## config.mk

```make
export PLATFORM = sky130hd
export DESIGN_NAME = mips_mc_controller_flat
export DESIGN_NICKNAME = d
export VERILOG_FILES = /design/src/rtl/mips_mc_controller_if.sv /design/src/rtl/mips_mc_controller.sv /design/src/flat_wrapper.sv
export SDC_FILE = /design/constraint.sdc
export NUM_CORES = 1
export LEC_CHECK = 0
export CAP_MARGIN = 5
export CORE_MARGIN = 3
export CORE_UTILIZATION = 30
export DETAILED_ROUTE_END_ITERATION = 6
export PLACE_DENSITY_LB_ADDON = 0.12
export SYNTH_ARGS = -nofsm -noshare
export SYNTH_HDL_FRONTEND = slang
export SYNTH_SLANG_ARGS = --single-unit
```

## constraint.sdc

```tcl
create_clock -name clk -period 2.02 [get_ports clk]
set_input_delay 0.202 -clock clk [delete_from_list [all_inputs] [get_ports clk]]
set_output_delay 0.202 -clock clk [all_outputs]
set_load 0.03 [all_outputs]
```

## src/rtl/mips_mc_controller_if.sv

```systemverilog
`default_nettype none
// ============================================================================
//  Module      : mips_mc_controller_if
//  Description : Control bundle between the multicycle MIPS controller and
//                its datapath. The controller side (master) receives the
//                instruction opcode, ALU zero flag and stall, and drives every
//                write enable and mux select.
//  Revision    : 1.0 - initial release
// ============================================================================
interface mips_mc_controller_if;
  logic       stall;
  logic [5:0] opcode;
  logic       zero;
  logic       ir_we;
  logic       pc_we;
  logic [1:0] pc_src;
  logic       iord;
  logic       mem_we;
  logic       rfd_sel;
  logic       mem_to_rf_sel;
  logic       rfwe;
  logic       alu_a_sel;
  logic [1:0] alu_b_sel;
  logic [1:0] alu_op;
  logic [3:0] state;
  logic       illegal;

  // Controller side
  modport master (
    input  stall, opcode, zero,
    output ir_we, pc_we, pc_src, iord, mem_we, rfd_sel, mem_to_rf_sel,
           rfwe, alu_a_sel, alu_b_sel, alu_op, state, illegal
  );

  // Datapath side
  modport slave (
    output stall, opcode, zero,
    input  ir_we, pc_we, pc_src, iord, mem_we, rfd_sel, mem_to_rf_sel,
           rfwe, alu_a_sel, alu_b_sel, alu_op, state, illegal
  );
endinterface
`default_nettype wire

```

## src/rtl/mips_mc_controller.sv

```systemverilog
`default_nettype none
// ============================================================================
//  Module      : mips_mc_controller
//  Description : Moore FSM controller for a multicycle, word-addressed MIPS
//                subset (lw, sw, R-type, beq, j, addi). Outputs decode from
//                the registered state only; pc_we additionally follows the
//                ALU zero flag in BRANCH. Stall and reset mask the writes.
//  Revision    : 1.0 - initial release
// ============================================================================
module mips_mc_controller #(
  parameter int ILLEGAL_HALT = 1
) (
  input  wire logic             clk,
  input  wire logic             rst,
  mips_mc_controller_if.master  bus
);

  typedef enum logic [3:0] {
    S_FETCH    = 4'd0,
    S_DECODE   = 4'd1,
    S_MEM_ADDR = 4'd2,
    S_MEM_RD   = 4'd3,
    S_MEM_WB   = 4'd4,
    S_MEM_WR   = 4'd5,
    S_EXEC     = 4'd6,
    S_ALU_WB   = 4'd7,
    S_BRANCH   = 4'd8,
    S_JUMP     = 4'd9,
    S_ADDI_EX  = 4'd10,
    S_ADDI_WB  = 4'd11,
    S_ILLEGAL  = 4'd15
  } state_t;

  localparam logic [5:0] c_OP_RTYPE = 6'h00;
  localparam logic [5:0] c_OP_J     = 6'h02;
  localparam logic [5:0] c_OP_BEQ   = 6'h04;
  localparam logic [5:0] c_OP_ADDI  = 6'h08;
  localparam logic [5:0] c_OP_LW    = 6'h23;
  localparam logic [5:0] c_OP_SW    = 6'h2B;

  state_t     r_state;
  state_t     w_next_state;

  logic       w_ir_we;
  logic       w_pc_we;
  logic [1:0] w_pc_src;
  logic       w_iord;
  logic       w_mem_we;
  logic       w_rfd_sel;
  logic       w_mem_to_rf_sel;
  logic       w_rfwe;
  logic       w_alu_a_sel;
  logic [1:0] w_alu_b_sel;
  logic [1:0] w_alu_op;
  logic       w_illegal;
  logic       w_wr_mask;

  // State register: async reset to FETCH, hold while stalled
  always_ff @(posedge clk or posedge rst) begin
    if (rst) begin
      r_state <= S_FETCH;
    end else if (!bus.stall) begin
      r_state <= w_next_state;
    end
  end

  // Next-state logic: opcode dispatch in DECODE and MEM_ADDR, fixed chains elsewhere
  always_comb begin
    w_next_state = r_state;
    case (r_state)
      S_FETCH:    w_next_state = S_DECODE;
      S_DECODE: begin
        case (bus.opcode)
          c_OP_RTYPE:        w_next_state = S_EXEC;
          c_OP_LW, c_OP_SW:  w_next_state = S_MEM_ADDR;
          c_OP_BEQ:          w_next_state = S_BRANCH;
          c_OP_J:            w_next_state = S_JUMP;
          c_OP_ADDI:         w_next_state = S_ADDI_EX;
          default:           w_next_state = (ILLEGAL_HALT != 0) ? S_ILLEGAL : S_FETCH;
        endcase
      end
      S_MEM_ADDR: w_next_state = (bus.opcode == c_OP_LW) ? S_MEM_RD : S_MEM_WR;
      S_MEM_RD:   w_next_state = S_MEM_WB;
      S_MEM_WB:   w_next_state = S_FETCH;
      S_MEM_WR:   w_next_state = S_FETCH;
      S_EXEC:     w_next_state = S_ALU_WB;
      S_ALU_WB:   w_next_state = S_FETCH;
      S_BRANCH:   w_next_state = S_FETCH;
      S_JUMP:     w_next_state = S_FETCH;
      S_ADDI_EX:  w_next_state = S_ADDI_WB;
      S_ADDI_WB:  w_next_state = S_FETCH;
      S_ILLEGAL:  w_next_state = S_ILLEGAL;
      // Unused encodings recover to a clean fetch
      default:    w_next_state = S_FETCH;
    endcase
  end

  // Output decode from the registered state; anything not named stays 0
  always_comb begin
    w_ir_we         = 1'b0;
    w_pc_we         = 1'b0;
    w_pc_src        = 2'b00;
    w_iord          = 1'b0;
    w_mem_we        = 1'b0;
    w_rfd_sel       = 1'b0;
    w_mem_to_rf_sel = 1'b0;
    w_rfwe          = 1'b0;
    w_alu_a_sel     = 1'b0;
    w_alu_b_sel     = 2'b00;
    w_alu_op        = 2'b00;
    w_illegal       = 1'b0;
    case (r_state)
      S_FETCH: begin
        // PC + 1 written back to PC while the instruction is latched
        w_ir_we     = 1'b1;
        w_pc_we     = 1'b1;
        w_alu_b_sel = 2'b01;
      end
      S_DECODE: begin
        // Speculative branch target PC+1+imm lands in ALUOut
        w_alu_b_sel = 2'b10;
      end
      S_MEM_ADDR: begin
        w_alu_a_sel = 1'b1;
        w_alu_b_sel = 2'b10;
      end
      S_MEM_RD: begin
        w_iord = 1'b1;
      end
      S_MEM_WB: begin
        w_rfwe          = 1'b1;
        w_mem_to_rf_sel = 1'b1;
      end
      S_MEM_WR: begin
        w_iord   = 1'b1;
        w_mem_we = 1'b1;
      end
      S_EXEC: begin
        w_alu_a_sel = 1'b1;
        w_alu_op    = 2'b10;
      end
      S_ALU_WB: begin
        w_rfwe    = 1'b1;
        w_rfd_sel = 1'b1;
      end
      S_BRANCH: begin
        // Compare A-B; take the ALUOut target only when equal
        w_alu_a_sel = 1'b1;
        w_alu_op    = 2'b01;
        w_pc_src    = 2'b01;
        w_pc_we     = bus.zero;
      end
      S_JUMP: begin
        w_pc_src = 2'b10;
        w_pc_we  = 1'b1;
      end
      S_ADDI_EX: begin
        w_alu_a_sel = 1'b1;
        w_alu_b_sel = 2'b10;
      end
      S_ADDI_WB: begin
        w_rfwe = 1'b1;
      end
      S_ILLEGAL: begin
        w_illegal = 1'b1;
      end
      default: begin
      end
    endcase
  end

  // Writes are suppressed during stall and while reset is held; selects are left alone
  assign w_wr_mask         = bus.stall | rst;

  assign bus.ir_we         = w_ir_we  & ~w_wr_mask;
  assign bus.pc_we         = w_pc_we  & ~w_wr_mask;
  assign bus.mem_we        = w_mem_we & ~w_wr_mask;
  assign bus.rfwe          = w_rfwe   & ~w_wr_mask;
  assign bus.pc_src        = w_pc_src;
  assign bus.iord          = w_iord;
  assign bus.rfd_sel       = w_rfd_sel;
  assign bus.mem_to_rf_sel = w_mem_to_rf_sel;
  assign bus.alu_a_sel     = w_alu_a_sel;
  assign bus.alu_b_sel     = w_alu_b_sel;
  assign bus.alu_op        = w_alu_op;
  assign bus.illegal       = w_illegal;
  assign bus.state         = r_state;

endmodule
`default_nettype wire
```

## src/flat_wrapper.sv

```systemverilog
// flat-port wrapper written by rule: the top's interface ports become plain ports
module mips_mc_controller_flat 
#(
  parameter int ILLEGAL_HALT = 1
)
  (clk, rst, bus_stall, bus_opcode, bus_zero, bus_ir_we, bus_pc_we, bus_pc_src, bus_iord, bus_mem_we, bus_rfd_sel, bus_mem_to_rf_sel, bus_rfwe, bus_alu_a_sel, bus_alu_b_sel, bus_alu_op, bus_state, bus_illegal);
  mips_mc_controller_if bus_i ();
  input  wire logic clk;
  input  wire logic rst;
  input wire logic [$bits(bus_i.stall)-1:0] bus_stall;
  input wire logic [$bits(bus_i.opcode)-1:0] bus_opcode;
  input wire logic [$bits(bus_i.zero)-1:0] bus_zero;
  output wire logic [$bits(bus_i.ir_we)-1:0] bus_ir_we;
  output wire logic [$bits(bus_i.pc_we)-1:0] bus_pc_we;
  output wire logic [$bits(bus_i.pc_src)-1:0] bus_pc_src;
  output wire logic [$bits(bus_i.iord)-1:0] bus_iord;
  output wire logic [$bits(bus_i.mem_we)-1:0] bus_mem_we;
  output wire logic [$bits(bus_i.rfd_sel)-1:0] bus_rfd_sel;
  output wire logic [$bits(bus_i.mem_to_rf_sel)-1:0] bus_mem_to_rf_sel;
  output wire logic [$bits(bus_i.rfwe)-1:0] bus_rfwe;
  output wire logic [$bits(bus_i.alu_a_sel)-1:0] bus_alu_a_sel;
  output wire logic [$bits(bus_i.alu_b_sel)-1:0] bus_alu_b_sel;
  output wire logic [$bits(bus_i.alu_op)-1:0] bus_alu_op;
  output wire logic [$bits(bus_i.state)-1:0] bus_state;
  output wire logic [$bits(bus_i.illegal)-1:0] bus_illegal;
  assign bus_i.stall = bus_stall;
  assign bus_i.opcode = bus_opcode;
  assign bus_i.zero = bus_zero;
  assign bus_ir_we = bus_i.ir_we;
  assign bus_pc_we = bus_i.pc_we;
  assign bus_pc_src = bus_i.pc_src;
  assign bus_iord = bus_i.iord;
  assign bus_mem_we = bus_i.mem_we;
  assign bus_rfd_sel = bus_i.rfd_sel;
  assign bus_mem_to_rf_sel = bus_i.mem_to_rf_sel;
  assign bus_rfwe = bus_i.rfwe;
  assign bus_alu_a_sel = bus_i.alu_a_sel;
  assign bus_alu_b_sel = bus_i.alu_b_sel;
  assign bus_alu_op = bus_i.alu_op;
  assign bus_state = bus_i.state;
  assign bus_illegal = bus_i.illegal;
  mips_mc_controller #(.ILLEGAL_HALT(ILLEGAL_HALT)) u_core (.clk(clk), .rst(rst), .bus(bus_i));
endmodule
```

======== Yosys cells after proc, flatten, opt, wreduce, memory -nomap -nowiden ========
Cells that the tools add are included.
Widths: inputs -> output; s select.
word-level totals
  latch bits .............................. 0
  flip-flop bits (word level) ............. 4
  memories ................................ 0
  RAM bits ................................ 0
  word-level logic and storage cells ...... 47
  bits in read-only memories .............. 0
cells by class
  mux-type cells .......................... 15
  bitwise gates (word level) .............. 6
  div/mod/pow operators ................... 0
  reductions and logical operators ........ 8
  $lt $le $gt $ge ......................... 0
  equal/unequal tests ..................... 17
  shifts and indexed selects .............. 0
  add/subtract/negate cells ............... 0
  multiply operators ...................... 0
operators by type and width
  operator            count
  $pmux 4 s7          1
  $eq 4x4->1 const B  5
  $pmux 4 s5          1
  $eq 4x3->1 const B  4
  $eq 6x6->1 const B  2
  $pmux 2 s2          3
  $eq 4x2->1 const B  2
  $mux 1              8
  $eq 6x2->1 const B  1
  $eq 6x3->1 const B  1
  $eq 6x4->1 const B  1
  $logic_not 6->1     1
  $reduce_or 2->1     3
  $reduce_or 3->1     2
  $and 1x1->1         4
  $eq 4x1->1 const B  1
  $logic_not 4->1     1
  $reduce_or 4->1     1
  $mux 3              1
  $pmux 1 s2          1
  $not 1->1           1
  $or 1x1->1          1

======== Longest topological paths before layout ========
  depth in word-level cells ............... 4
  mapped depth ............................ 6
  mapped depth without buffers ............ 4

======== Worst setup path after synthesis ========
No wires, ideal clock.
  path kind ............................... register to output
  start ................................... register u_core.r_state[0], in the netlist u_core.bus.state[0]
  end ..................................... output port bus_pc_we
  data required time ...................... 1,818 ps
  path slack .............................. -793 ps
  data arrival time ....................... 2,611 ps
  stages on the path, launching flop included .. 6
  buffers on the path ..................... 2
  cells stage by stage .................... dfrtp_1 buf_2 clkbuf_1 nor3_1 nand2_1 a311oi_1
between the ends
  cells in the longest elaborated chain, start to end .. 4
  elaborated cells between the ends (all ways) .. 6
  those cells by class .................... 2 x eq/ne; 1 x mux; 1 x bitwise; 2 x reduce/logical
ends and longest elaborated chain
  what                                                  RTL line                   RTL
  from (decl)                                           mips_mc_controller.sv:41   state_t r_state;
  from (signal assigned)                                mips_mc_controller.sv:63   r_state <= w_next_state;
  $eq 4x4->1 / $logic_not 4->1 (equally long branches)  mips_mc_controller.sv:112  case (r_state)
  $reduce_or 2->1 (no source line)                      n/a
  $pmux 1 s2 (*)                                        mips_mc_controller.sv:112
  $and 1x1->1 (*)                                       mips_mc_controller.sv:176  assign bus.pc_we = w_pc_we & ~w_wr_mask;
  to (decl)                                             flat_wrapper.sv:14         output wire logic [$bits(bus_i.pc_we)-1:0] bus_pc_we;
Every way passes the cells marked *; elsewhere a longest branch is shown, timed or not.

======== Final worst setup path ========
  start ................................... register u_core.r_state[0], in the netlist u_core.bus.state[0]
  end ..................................... output port bus_mem_to_rf_sel
between the ends
  cells in the longest elaborated chain, start to end .. 2
ends and longest elaborated chain
  what        RTL line                   RTL
  $eq 4x3->1  mips_mc_controller.sv:112
  $mux 1      mips_mc_controller.sv:112
  to (decl)   flat_wrapper.sv:19         output wire logic [$bits(bus_i.mem_to_rf_sel)-1:0] bus_mem_to_rf_sel;
No other way between the ends.

==> out/results.txt <==
The min-delay analysis places its worst path in the category in -> async. Across all hold checks on the routed design, the worst slack comes to 0.338 ns. Total of flip-flops plus latches after synthesis: 4. Port buffering added 28 buffers. The per-instance average area after synthesis was 6.86 um2; the iteration-0 DRC count of the detailed router was 16.

The share of cells above drive strength 1 is 0.234, and the top achievable clock speed is 0.528 GHz. The met3 usage in global routing was 0.0172; the largest voltage drop on the vdd net was 0.666 mV. The register with the most flip-flops in the layout has 4 of them. The run gives 0 ns as the setup TNS.

For the max-capacitance violation count, the log shows 0. Dividing total power by cell area gives a power density of 1340 nW/um2. The final weighted congestion of routability-driven global placement is 0.780, and the vias per cell is 5.44. Data on the critical path is required at its endpoint by 1.82 ns. Sequential element share of the synthesized area: 0.160. The number of filler instances in the final layout came out at 209. The tools report the largest buffer count on any clock path as 2.

The height of the die was 51.6 um; the initial antenna violation count was 0. The hold buffer count at cts was 0; the slew at the pin with the worst max-slew slack was 0.579 ns. Dividing the detail-routed wire length by the instance count gives 12.9 um.

STA puts the critical path data arrival time at 1.69 ns. The run gives 624 um2 as the post-synth design cell area. The area added between synthesis and finish came out at 61.7%.

Clock tree synthesis found a total of 4 sinks. The met1 global-route usage came out at 0.162. The run gives 101 as the post-synth net total. In the final layout, the multi-input gates occupy 492 um2.

After global routing the overflow that remains totals 0. Via count of the first global-routing pass: 749. 0 antenna diodes ended up in the layout. The max-slew violation total from the final report is 0, and the boundary pin count is 29. The die is 51.6 um wide.

The logs give 4 for the number of iterations in the first detailed-routing pass and 0.604 for the worst relative slew slack. The clock edge transition at the registers on the reported setup and hold paths was 0.04 ns; the clock latency of the later-clocked register in the worst-skew pair was 0.23 ns. The die area is 2660 um2. Share of the clock period used by the worst path: 0.937. The number of synthesis warnings was 0; the sequential cell area in the final layout was 104 um2. The first global-routing pass estimated 3110 um of wire. Area of the core: 1840 um2. Start-to-end type of the worst setup path: reg -> out.

The run gives 0.297 as the met2 usage in global routing. The root buffer cell is sky130_fd_sc_hd__clkbuf_4. Wire length after detailed routing: 1930 um. The total number of vias is 810. The top cell types in the final layout, fill and taps aside, are 15 x sky130_fd_sc_hd__clkdlybuf4s50_1, 14 x sky130_fd_sc_hd__buf_4, 10 x sky130_fd_sc_hd__nor2_1, 7 x sky130_fd_sc_hd__nand2_1, 7 x sky130_fd_sc_hd__dlygate4sd2_1. After technology mapping, the gate count stands at 91. The detail route stage leaves a number of antenna-violating nets equal to 0. For this run, the leading register cell type out of synthesis is sky130_fd_sc_hd__dfrtp_1. The number of distinct library cells after synthesis is 37. After floorplanning, the core was divided into 15 placement rows. The final core area utilization came out at 0.549. The highest-utilization routing layer at the global route stage is met2. The pin count of the biggest net entering global routing is 14, and the total setup violations reported at the end of the flow is 0. Largest fanout on the critical path: 7. The startpoint type of the worst setup path is a flip-flop. The logs give 0.339 for the initial core utilization and 0.000461 uW for the reported leakage power. The finished layout holds 149 standard cells, fillers aside.

The flow ran to the end, and the final reports show no timing, DRC or antenna violations. Setup repair after global routing left no endpoint under its margin. In this run, synthesis inferred 0 flip-flops with an integrated enable. The placed instance count came out at 146. For the finished layout, the period the worst path requires is 1.89 ns. After legalization and detailed placement, the total HPWL measured 1610 um.

The fraction of registers with async set or reset after synthesis is 1.00. For the post-route clock skew, the log shows 0.000177 ns. The run gives 0 as the count of unresolved DRC violations after routing.

The net count of the finished layout is 136. The logs give 1 for the number of levels the H-tree was split into and 0 for the hold violation count in the final report. TritonCTS built the clock tree.

The run gives 0.156 as the global-route usage over all layers. In this run, CTS created clock tree buffers numbering 3. STA classifies the critical path endpoint as a primary output. The most frequent standard cell in the layout excluding fill and tap cells is sky130_fd_sc_hd__clkdlybuf4s50_1.
path summary, 6_finish.rpt:
kind / cells after the start / slack [ns] / from / end
max in group asynchronous: 2 / 1.50 / rst / u_core.bus.state[3]
worst max register to register: 5 / 0.23 / u_core.bus.state[2] / u_core.bus.state[1]
worst min register to register: 3 / 0.78 / u_core.bus.state[3] / u_core.bus.state[2]
worst min-delay path: 2 / 0.34 / rst / u_core.bus.state[0]
worst max-delay path: 3 / 0.13 / u_core.bus.state[0] / bus_mem_to_rf_sel
min in group clk: 2 / 0.70 / bus_stall / u_core.bus.state[0]
layout make-up:
type                    count  share of cell area
multi-input cells          74               0.487
well taps                  25              0.0310
flip-flops and latches      4               0.103
clock buffers               3              0.0223
repair buffers             38               0.338
inverters                   5              0.0186
metrics by stage:
stage | power [uW] | setup WS [ns] | area, um2
after floorplan | 906 | -0.263 | 652
after global placement | 1280 | 0.0931 | 985
after detailed placement | 1290 | 0.110 | 985
after CTS | 1370 | 0.00819 | 1000
after global routing | 1460 | 0.00620 | 1010
final | 1350 | 0.127 | 1010
layer usage:
metal	up-vias	wire, um
met4	0	35
met1	374	785
met5	-	0
li1	407	-
met2	25	1030
met3	4	81
critical path: stages, from the launching register on:
cell	delay, ns
sky130_fd_sc_hd__dfrtp_1	0.43
sky130_fd_sc_hd__nand2b_1	0.20
sky130_fd_sc_hd__nor3_1	0.14
sky130_fd_sc_hd__clkdlybuf4s50_1	0.69
power by group:
| group | total (uW) | internal, uW | switching, uW |
|---|---|---|---|
| Clock | 98.9 | 66.4 | 32.4 |
| Combinational | 1030 | 438 | 596 |
| Sequential | 218 | 119 | 99.2 |
| Total | 1350 | 623 | 727 |
kinds of logic (layout without fill, tap and decap cells):
group / after synthesis / after routing / share of synthesized area
buffers and inverters: 13 / 46 / 0.100
and+or+nand+nor: 46 / 46 / 0.387
xor gates and xnor gates: 3 / 3 / 0.0421
adders and majority gates: 1 / 1 / 0.0160
DFF: 4 / 4 / 0.160
AOI/OAI and AO/OA: 24 / 24 / 0.295
cells in the mapped netlist (all sizes together) (2+ instances only):
cell	count	area (um2)
nor2	11	41.3
nor3	8	40.0
nand2	7	26.3
o21ai	7	35.0
clkbuf	5	18.8
inv	5	18.8
nand2b	5	31.3
dfrtp	4	100
nor2b	4	25.0
and3	3	18.8
buf	3	25.0
nand3	3	20.0
a2111oi	2	23.8
a211oi	2	15.0
a21o	2	15.0
a2bb2oi	2	17.5
xor2	2	17.5
what timing repair did:
action,in CTS,in global routing
setup endpoints to repair,9,5
resized for setup,10,3
gates cloned,0,0
buffers inserted,0,0
pin swaps,0,0
hold endpoints to repair,0,0
Note: power is estimated with default switching activity, not from simulation.
